**src/rtl/spi_ram_master_if.sv**
```systemverilog
// Host-side request/response bundle of the SPI RAM master.
// The master modport is the requester; the slave modport is the SPI master block itself.
interface spi_ram_master_if;
    logic       req_valid;
    logic       req_ready;
    logic       req_write;
    logic [7:0] req_addr;
    logic [7:0] req_wdata;
    logic       rsp_valid;
    logic [7:0] rsp_rdata;
    logic       busy;

    modport master (
        output req_valid, req_write, req_addr, req_wdata,
        input  req_ready, rsp_valid, rsp_rdata, busy
    );

    modport slave (
        input  req_valid, req_write, req_addr, req_wdata,
        output req_ready, rsp_valid, rsp_rdata, busy
    );
endinterface

```
**src/rtl/spi_ram_master.sv**
```systemverilog
// Bit-serial SPI master turning one host byte request into the RAM slave's
// address-frame / data-frame sequence, with optional per-direction address caching.
//
// state   | meaning
// IDLE    | ready for a request, SS_n high
// START   | first low cycle of a frame, MOSI = direction bit
// SHIFT   | 10 cycles shifting {cmd, payload} MSB first
// WAIT_RD | turnaround before the slave drives MISO
// RECV    | 8 cycles sampling MISO, MSB first
// RESP    | rsp_valid pulse with the captured byte
// GAP     | SS_n high between frames / after a transaction
module spi_ram_master #(
    parameter int GAP_CYCLES = 2,
    parameter int READ_WAIT  = 2,
    parameter int ADDR_CACHE = 1
) (
    input  logic            clk,
    input  logic            rst,
    spi_ram_master_if.slave host,
    output logic            SS_n,
    output logic            MOSI,
    input  logic            MISO
);
    typedef enum logic [2:0] {IDLE, START, SHIFT, WAIT_RD, RECV, RESP, GAP} state_t;

    localparam logic [15:0] GAP_LD   = 16'(GAP_CYCLES - 1);
    localparam logic [15:0] WAIT_LD  = 16'((READ_WAIT > 0) ? READ_WAIT - 1 : 0);
    localparam logic [15:0] SHIFT_LD = 16'd9;
    localparam logic [15:0] RECV_LD  = 16'd7;

    state_t      state_q, state_d;
    logic [15:0] cnt_q, cnt_d;
    logic [9:0]  frame_q, frame_d;
    logic        is_addr_q, is_addr_d;
    logic        wr_q, wr_d;
    logic [7:0]  addr_q, addr_d;
    logic [7:0]  wdata_q, wdata_d;
    logic [6:0]  rx_q, rx_d;
    logic [7:0]  rdata_q, rdata_d;
    logic        wr_cv_q, wr_cv_d;
    logic        rd_cv_q, rd_cv_d;
    logic [7:0]  wr_ca_q, wr_ca_d;
    logic [7:0]  rd_ca_q, rd_ca_d;
    logic        hit;

    function automatic logic [9:0] addr_frame(input logic wr, input logic [7:0] a);
        return {~wr, 1'b0, a};
    endfunction

    function automatic logic [9:0] data_frame(input logic wr, input logic [7:0] d);
        return wr ? {2'b01, d} : {2'b11, 8'h00};
    endfunction

    always_comb begin
        hit = 1'b0;
        if (ADDR_CACHE != 0) begin
            hit = host.req_write ? (wr_cv_q && (wr_ca_q == host.req_addr))
                                 : (rd_cv_q && (rd_ca_q == host.req_addr));
        end
    end

    always_comb begin
        state_d   = state_q;
        cnt_d     = cnt_q;
        frame_d   = frame_q;
        is_addr_d = is_addr_q;
        wr_d      = wr_q;
        addr_d    = addr_q;
        wdata_d   = wdata_q;
        rx_d      = rx_q;
        rdata_d   = rdata_q;
        wr_cv_d   = wr_cv_q;
        rd_cv_d   = rd_cv_q;
        wr_ca_d   = wr_ca_q;
        rd_ca_d   = rd_ca_q;

        case (state_q)
            IDLE: begin
                if (host.req_valid) begin
                    wr_d      = host.req_write;
                    addr_d    = host.req_addr;
                    wdata_d   = host.req_wdata;
                    is_addr_d = ~hit;
                    frame_d   = hit ? data_frame(host.req_write, host.req_wdata)
                                    : addr_frame(host.req_write, host.req_addr);
                    state_d   = START;
                end
            end
            START: begin
                state_d = SHIFT;
                cnt_d   = SHIFT_LD;
            end
            SHIFT: begin
                frame_d = {frame_q[8:0], 1'b0};
                cnt_d   = cnt_q - 16'd1;
                if (cnt_q == 16'd0) begin
                    if (is_addr_q) begin
                        // cache only becomes valid once the slave has the full address
                        if (wr_q) begin
                            wr_cv_d = 1'b1;
                            wr_ca_d = addr_q;
                        end else begin
                            rd_cv_d = 1'b1;
                            rd_ca_d = addr_q;
                        end
                        state_d = GAP;
                        cnt_d   = GAP_LD;
                    end else if (!wr_q) begin
                        if (READ_WAIT > 0) begin
                            state_d = WAIT_RD;
                            cnt_d   = WAIT_LD;
                        end else begin
                            state_d = RECV;
                            cnt_d   = RECV_LD;
                        end
                    end else begin
                        state_d = GAP;
                        cnt_d   = GAP_LD;
                    end
                end
            end
            WAIT_RD: begin
                cnt_d = cnt_q - 16'd1;
                if (cnt_q == 16'd0) begin
                    state_d = RECV;
                    cnt_d   = RECV_LD;
                end
            end
            RECV: begin
                rx_d  = {rx_q[5:0], MISO};
                cnt_d = cnt_q - 16'd1;
                if (cnt_q == 16'd0) begin
                    rdata_d = {rx_q, MISO};
                    state_d = RESP;
                end
            end
            RESP: begin
                state_d = GAP;
                cnt_d   = GAP_LD;
            end
            GAP: begin
                cnt_d = cnt_q - 16'd1;
                if (cnt_q == 16'd0) begin
                    if (is_addr_q) begin
                        is_addr_d = 1'b0;
                        frame_d   = data_frame(wr_q, wdata_q);
                        state_d   = START;
                    end else begin
                        state_d = IDLE;
                    end
                end
            end
            default: state_d = IDLE;
        endcase
    end

    always_ff @(posedge clk) begin
        if (rst) begin
            state_q   <= IDLE;
            cnt_q     <= '0;
            frame_q   <= '0;
            is_addr_q <= 1'b0;
            wr_q      <= 1'b0;
            addr_q    <= '0;
            wdata_q   <= '0;
            rx_q      <= '0;
            rdata_q   <= '0;
            wr_cv_q   <= 1'b0;
            rd_cv_q   <= 1'b0;
            wr_ca_q   <= '0;
            rd_ca_q   <= '0;
        end else begin
            state_q   <= state_d;
            cnt_q     <= cnt_d;
            frame_q   <= frame_d;
            is_addr_q <= is_addr_d;
            wr_q      <= wr_d;
            addr_q    <= addr_d;
            wdata_q   <= wdata_d;
            rx_q      <= rx_d;
            rdata_q   <= rdata_d;
            wr_cv_q   <= wr_cv_d;
            rd_cv_q   <= rd_cv_d;
            wr_ca_q   <= wr_ca_d;
            rd_ca_q   <= rd_ca_d;
        end
    end

    // START repeats W[9] so the slave sees the direction before the frame word proper
    assign SS_n           = (state_q == IDLE) || (state_q == GAP);
    assign MOSI           = ((state_q == START) || (state_q == SHIFT)) && frame_q[9];
    assign host.req_ready = (state_q == IDLE);
    assign host.busy      = (state_q != IDLE);
    assign host.rsp_valid = (state_q == RESP);
    assign host.rsp_rdata = rdata_q;
endmodule

```
**src/flat_wrapper.sv**
```systemverilog
// flat-port wrapper written by rule: the top's interface ports become plain ports
module spi_ram_master_flat 
#(
    parameter int GAP_CYCLES = 2,
    parameter int READ_WAIT  = 2,
    parameter int ADDR_CACHE = 1
)
  (clk, rst, SS_n, MOSI, MISO, host_req_valid, host_req_write, host_req_addr, host_req_wdata, host_req_ready, host_rsp_valid, host_rsp_rdata, host_busy);
  spi_ram_master_if host_i ();
  input  logic clk;
  input  logic rst;
  output logic SS_n;
  output logic MOSI;
  input  logic MISO;
  input wire logic [$bits(host_i.req_valid)-1:0] host_req_valid;
  input wire logic [$bits(host_i.req_write)-1:0] host_req_write;
  input wire logic [$bits(host_i.req_addr)-1:0] host_req_addr;
  input wire logic [$bits(host_i.req_wdata)-1:0] host_req_wdata;
  output wire logic [$bits(host_i.req_ready)-1:0] host_req_ready;
  output wire logic [$bits(host_i.rsp_valid)-1:0] host_rsp_valid;
  output wire logic [$bits(host_i.rsp_rdata)-1:0] host_rsp_rdata;
  output wire logic [$bits(host_i.busy)-1:0] host_busy;
  assign host_i.req_valid = host_req_valid;
  assign host_i.req_write = host_req_write;
  assign host_i.req_addr = host_req_addr;
  assign host_i.req_wdata = host_req_wdata;
  assign host_req_ready = host_i.req_ready;
  assign host_rsp_valid = host_i.rsp_valid;
  assign host_rsp_rdata = host_i.rsp_rdata;
  assign host_busy = host_i.busy;
  spi_ram_master #(.GAP_CYCLES(GAP_CYCLES), .READ_WAIT(READ_WAIT), .ADDR_CACHE(ADDR_CACHE)) u_core (.clk(clk), .rst(rst), .host(host_i), .SS_n(SS_n), .MOSI(MOSI), .MISO(MISO));
endmodule
```
**config.mk**
```make
export PLATFORM = sky130hd
export DESIGN_NAME = spi_ram_master_flat
export DESIGN_NICKNAME = d
export VERILOG_FILES = /design/src/rtl/spi_ram_master_if.sv /design/src/rtl/spi_ram_master.sv /design/src/flat_wrapper.sv
export SDC_FILE = /design/constraint.sdc
export NUM_CORES = 1
export LEC_CHECK = 0
export CELL_PAD_IN_SITES_DETAIL_PLACEMENT = 1
export CELL_PAD_IN_SITES_GLOBAL_PLACEMENT = 2
export CORE_ASPECT_RATIO = 1.5
export CORE_MARGIN = 4
export CORE_UTILIZATION = 35
export CTS_BUF_LIST = sky130_fd_sc_hd__clkbuf_16
export DETAILED_ROUTE_END_ITERATION = 12
export PLACE_DENSITY_LB_ADDON = 0.1
export SLEW_MARGIN = 20
export SYNTH_ARGS = -nofsm -noshare
export SYNTH_HDL_FRONTEND = slang
export SYNTH_SLANG_ARGS = --single-unit
```
**constraint.sdc**
```tcl
create_clock -name clk -period 5.3 [get_ports clk]
set_input_delay 1.06 -clock clk [delete_from_list [all_inputs] [get_ports clk]]
set_output_delay 1.06 -clock clk [all_outputs]
set_load 0.05 [all_outputs]
```
==> summary.txt <==
STA
  • Unrepaired setup endpoints after global routing: false
  • Worst setup margin: 1.70 ns
  • Slew headroom: 38.3%
  • Fmax: 0.278 GHz
  • Worst slew pin tran: 0.924 ns
  • Clock skew: 0.00735 ns
  • Final Hold Viols: 0
  • Pins Over Slew Limit: 0
  • Hold Slack: 0.459 ns
  • Final Setup Violations: 0
  • Fin crit share: 67.8%
  • Crit path time final: 3.60 ns
  • Total negative slack: 0 ns

Synthesis
  • Mapped cell area: 0.00384 mm2
  • Post-Synth Adder-Cell Area: 0.326%
  • Number of synthesized flops with an enable pin: 0
  • Mux share of post-synthesis cell area: 8.34%
  • Synth async-reset ratio: 0%
  • Mapped Cells: 454
  • YS warnings: 0
  • Synth Flop Type: dfxtp_1
  • Simple-Gate Fraction of Synth Area: 25.4%
  • Yosys reg bits: 80
  • Post-synthesis compound-gate area fraction: 14.3%
  • Mapped Nets: 476
  • Largest family of logic cells by synthesized area: simple AND/OR/NAND/NOR gates
  • Sequential fraction of the synthesis area: 41.7%
  • Number of library cell types mapped by synthesis: 54
  • Mapped Avg Cell Area: 8.46 um2
  • Post-synthesis xor/xnor area fraction: 5.93%

Pwr
  • Leak: 1.64 nW
  • Maximum vdd drop: 195 uV
  • Pwr dens: 529 mW/mm2

Setup path
  • CP required: 4.24 ns
  • R2R cell count: 5
  • CP max FO: 12
  • Worst EP arrival: 2.54 ns
  • Critical Path Sink Type: primary output
  • Slowest CP cell: clkdlybuf4s50_1
  • Critical path cell sequence: buf_4 -> nor2b_1 -> nand2_1 -> nand2_1 -> clkdlybuf4s50_1
  • Crit path largest cell delay: 0.81 ns
  • Setup Crit Path Kind: flip-flop to primary output
  • Most used cell, CP: nand2_1
  • Reg2reg end: u_core.frame_q[8]$_SDFFE_PP0P_
  • Startpoint types: flip-flop
  • R2R setup slack: 2.60 ns
  • Reg2reg start: u_core.state_q[0]$_SDFFE_PP0P_

Clocking
  • Setup Fix Bufs, Post-CTS: 0
  • CTS sink count: 80
  • Clock buffer depth: 2
  • Reg clk slew, reported paths: 0.06 ns
  • CTS tree: done
  • Skew-Pair Late Insertion Delay: 0.33 ns
  • CTS Buf Count: 9
  • Cts repair resizes: 0
  • Clk root buf: clkbuf_16
  • # hold bufs at CTS: 0
  • H-tree levels: 3

Floorplanning
  • Die area: 0.0127 mm2
  • Core ar.: 0.0106 mm2
  • Die X-Extent: 93.5 um
  • Die Y: 136 um
  • Initial Utilization: 36.1%
  • Io pins: 34
  • Rows: 46

Layout
  • Layout Area Growth over Synthesis: 18.5%
  • Final core occ: 42.7%
  • Area occupied by multi-input gates: 0.00209 mm2
  • Non-Filler Instances: 623
  • Share of layout cells above drive strength 1: 6.05%
  • Fillers: 1261
  • Reg area: 0.00160 mm2
  • Nets@finish: 497
  • Inserted Diodes: 0

Place
  • Placement Setup Slack: 2.09 ns
  • Cell count after placement: 608
  • RePlAce Congestion: 0.749
  • Port Buffer Count: 33
  • HPWL after DPL: 7.46 mm

GRT
  • Overflow after GRT: 0
  • Largest net degree at the start of global routing: 45
  • Initial antenna violation count: 0
  • Overall Global Routing Usage: 17.6%
  • Global-route wire length before repair: 17.5 mm
  • Via count of the first global-routing pass: 3515

Min path
  • Hold path startpoint: u_core.wdata_q[0]$_SDFFE_PP0P_
  • HP Class: flip-flop to flip-flop
  • Hold path depth: 2
  • Hold path endpoint: u_core.wdata_q[0]$_SDFFE_PP0P_

Drt
  • Drt drc: 0
  • WL/cell: 17.2 um
  • Antenna-violating nets left: 0
  • DR vias: 3365
  • Initial DRC Count: 146
  • WL final: 10.7 mm
  • Vias per cell: 5.40
  • DRT Pass-1 Iters: 4

Run status
  • Outcome: finished clean

Flow run
  • Max Cap Violations: 0
==> kinds of logic after synthesis <==
group           Yosys count
compound gates           86
xor+xnor                 26
fa+ha+maj                 1
buf+inv                  32
flops                    80
mux                      32
simple gates            197
==> synthesized netlist by cell type, drive strengths merged (2+ instances only) <==
| library cell | number | share of area, % |
|---|---|---|
| o22a | 2 | 0.46 |
| o22ai | 2 | 0.33 |
| nor2b | 3 | 0.49 |
| nand2 | 62 | 6.1 |
| xnor2 | 6 | 1.4 |
| o21a | 2 | 0.39 |
| dfxtp | 80 | 42 |
| buf | 12 | 2.1 |
| or3 | 5 | 0.81 |
| nor3 | 11 | 1.7 |
| nand3 | 10 | 1.3 |
| inv | 5 | 0.49 |
| mux2i | 32 | 8.3 |
| or4 | 2 | 0.42 |
| and2 | 2 | 0.33 |
| a31oi | 8 | 1.3 |
| o211ai | 2 | 0.39 |
| o21ai | 13 | 1.7 |
| clkbuf | 15 | 1.5 |
| nand4 | 12 | 2.1 |
| nor3b | 2 | 0.39 |
| a211oi | 2 | 0.39 |
| nand2b | 3 | 0.49 |
| and3 | 4 | 0.65 |
| nor4 | 8 | 2.1 |
| nor2 | 67 | 6.5 |
| o21bai | 7 | 1.4 |
| xor2 | 20 | 4.6 |
| nor4b | 3 | 1.2 |
| a221oi | 10 | 2.3 |
| a21oi | 31 | 4.0 |
==> per-layer routing <==
layer / track usage, % / vias up / share of wire [%]
met5: 0 / - / 0
met4: 7.74 / 0 / 2.7
met3: 2.93 / 20 / 2.4
met2: 32.1 / 45 / 53
met1: 19.9 / 1656 / 42
li1: - / 1644 / -
==> how the worst max path moves through the flow <==
stage,from,end,depth (start not counted)
3_3_place_gp,u_core.state_q[1]$_SDFFE_PP0P_,SS_n,5
5_1_grt,u_core.state_q[1]$_SDFFE_PP0P_,SS_n,5
4_1_cts,u_core.state_q[1]$_SDFFE_PP0P_,SS_n,5
6_report,u_core.state_q[1]$_SDFFE_PP0P_,SS_n,5
3_5_place_dp,u_core.state_q[1]$_SDFFE_PP0P_,SS_n,5
2_1_floorplan,u_core.state_q[2]$_SDFFE_PP0P_,host_rsp_valid,5
==> registers in the layout, summed over array words and instances, names as in the netlist <==
name / count
u_core.host.rsp_rdata: 8
u_core.wr_cv_q: 1
u_core.rd_ca_q: 8
u_core.wr_q: 1
u_core.wr_ca_q: 8
u_core.is_addr_q: 1
u_core.addr_q: 8
u_core.cnt_q: 16
u_core.rd_cv_q: 1
u_core.wdata_q: 8
u_core.rx_q: 7
u_core.frame_q: 10
u_core.state_q: 3
==> cells in the final DEF (no fill, tap or decap), drive strengths merged, types with 2 or more instances in the layout <==
| cell type | count |
|---|---|
| o22ai | 2 |
| clkbuf | 9 |
| clkdlybuf4s50 | 32 |
| nor4b | 3 |
| o211ai | 2 |
| nor2 | 67 |
| or4 | 2 |
| nor2b | 3 |
| o22a | 2 |
| nand3 | 10 |
| clkinv | 3 |
| bufinv | 2 |
| xnor2 | 6 |
| o21bai | 7 |
| o21a | 2 |
| inv | 6 |
| a211oi | 2 |
| and3 | 4 |
| a31oi | 8 |
| a21oi | 31 |
| nor3 | 11 |
| dfxtp | 80 |
| or3 | 5 |
| nand2b | 3 |
| mux2i | 32 |
| and2 | 2 |
| nor3b | 2 |
| a221oi | 10 |
| nand2 | 62 |
| o21ai | 13 |
| nor4 | 8 |
| buf | 5 |
| xor2 | 20 |
| nand4 | 12 |
==> power by group <==
| part | switching, mW | total, mW | internal (mW) |
|---|---|---|---|
| logic | 0.581 | 0.927 | 0.346 |
| registers | 0.136 | 0.837 | 0.701 |
| clock network | 0.240 | 0.644 | 0.404 |
| total | 0.956 | 2.41 | 1.45 |
==> worst max-delay path, delay by kind of cell (launching register included) <==
family,cells,cell delay [ns]
buf+inv,2,1.08
flops,1,0.58
simple gates,3,0.55
==> cell type report <==
cell class | instances | share of cell area, %
flip-flops and latches | 80 | 35.2
clock inverters | 6 | 1.68
repair buffers | 37 | 7.81
clock buffers | 9 | 4.95
inverters | 5 | 0.412
multi-input cells | 342 | 46.0
well taps | 144 | 3.96
==> through the flow <==
step	area (um2)	total power, mW
6_report	4550	2.41
5_1_grt	4550	2.57
4_1_cts	4550	2.44
3_5_place_dp	4250	1.78
3_3_place_gp	4250	1.76
2_1_floorplan	3840	1.53
Power figures use the tool's default switching activity.
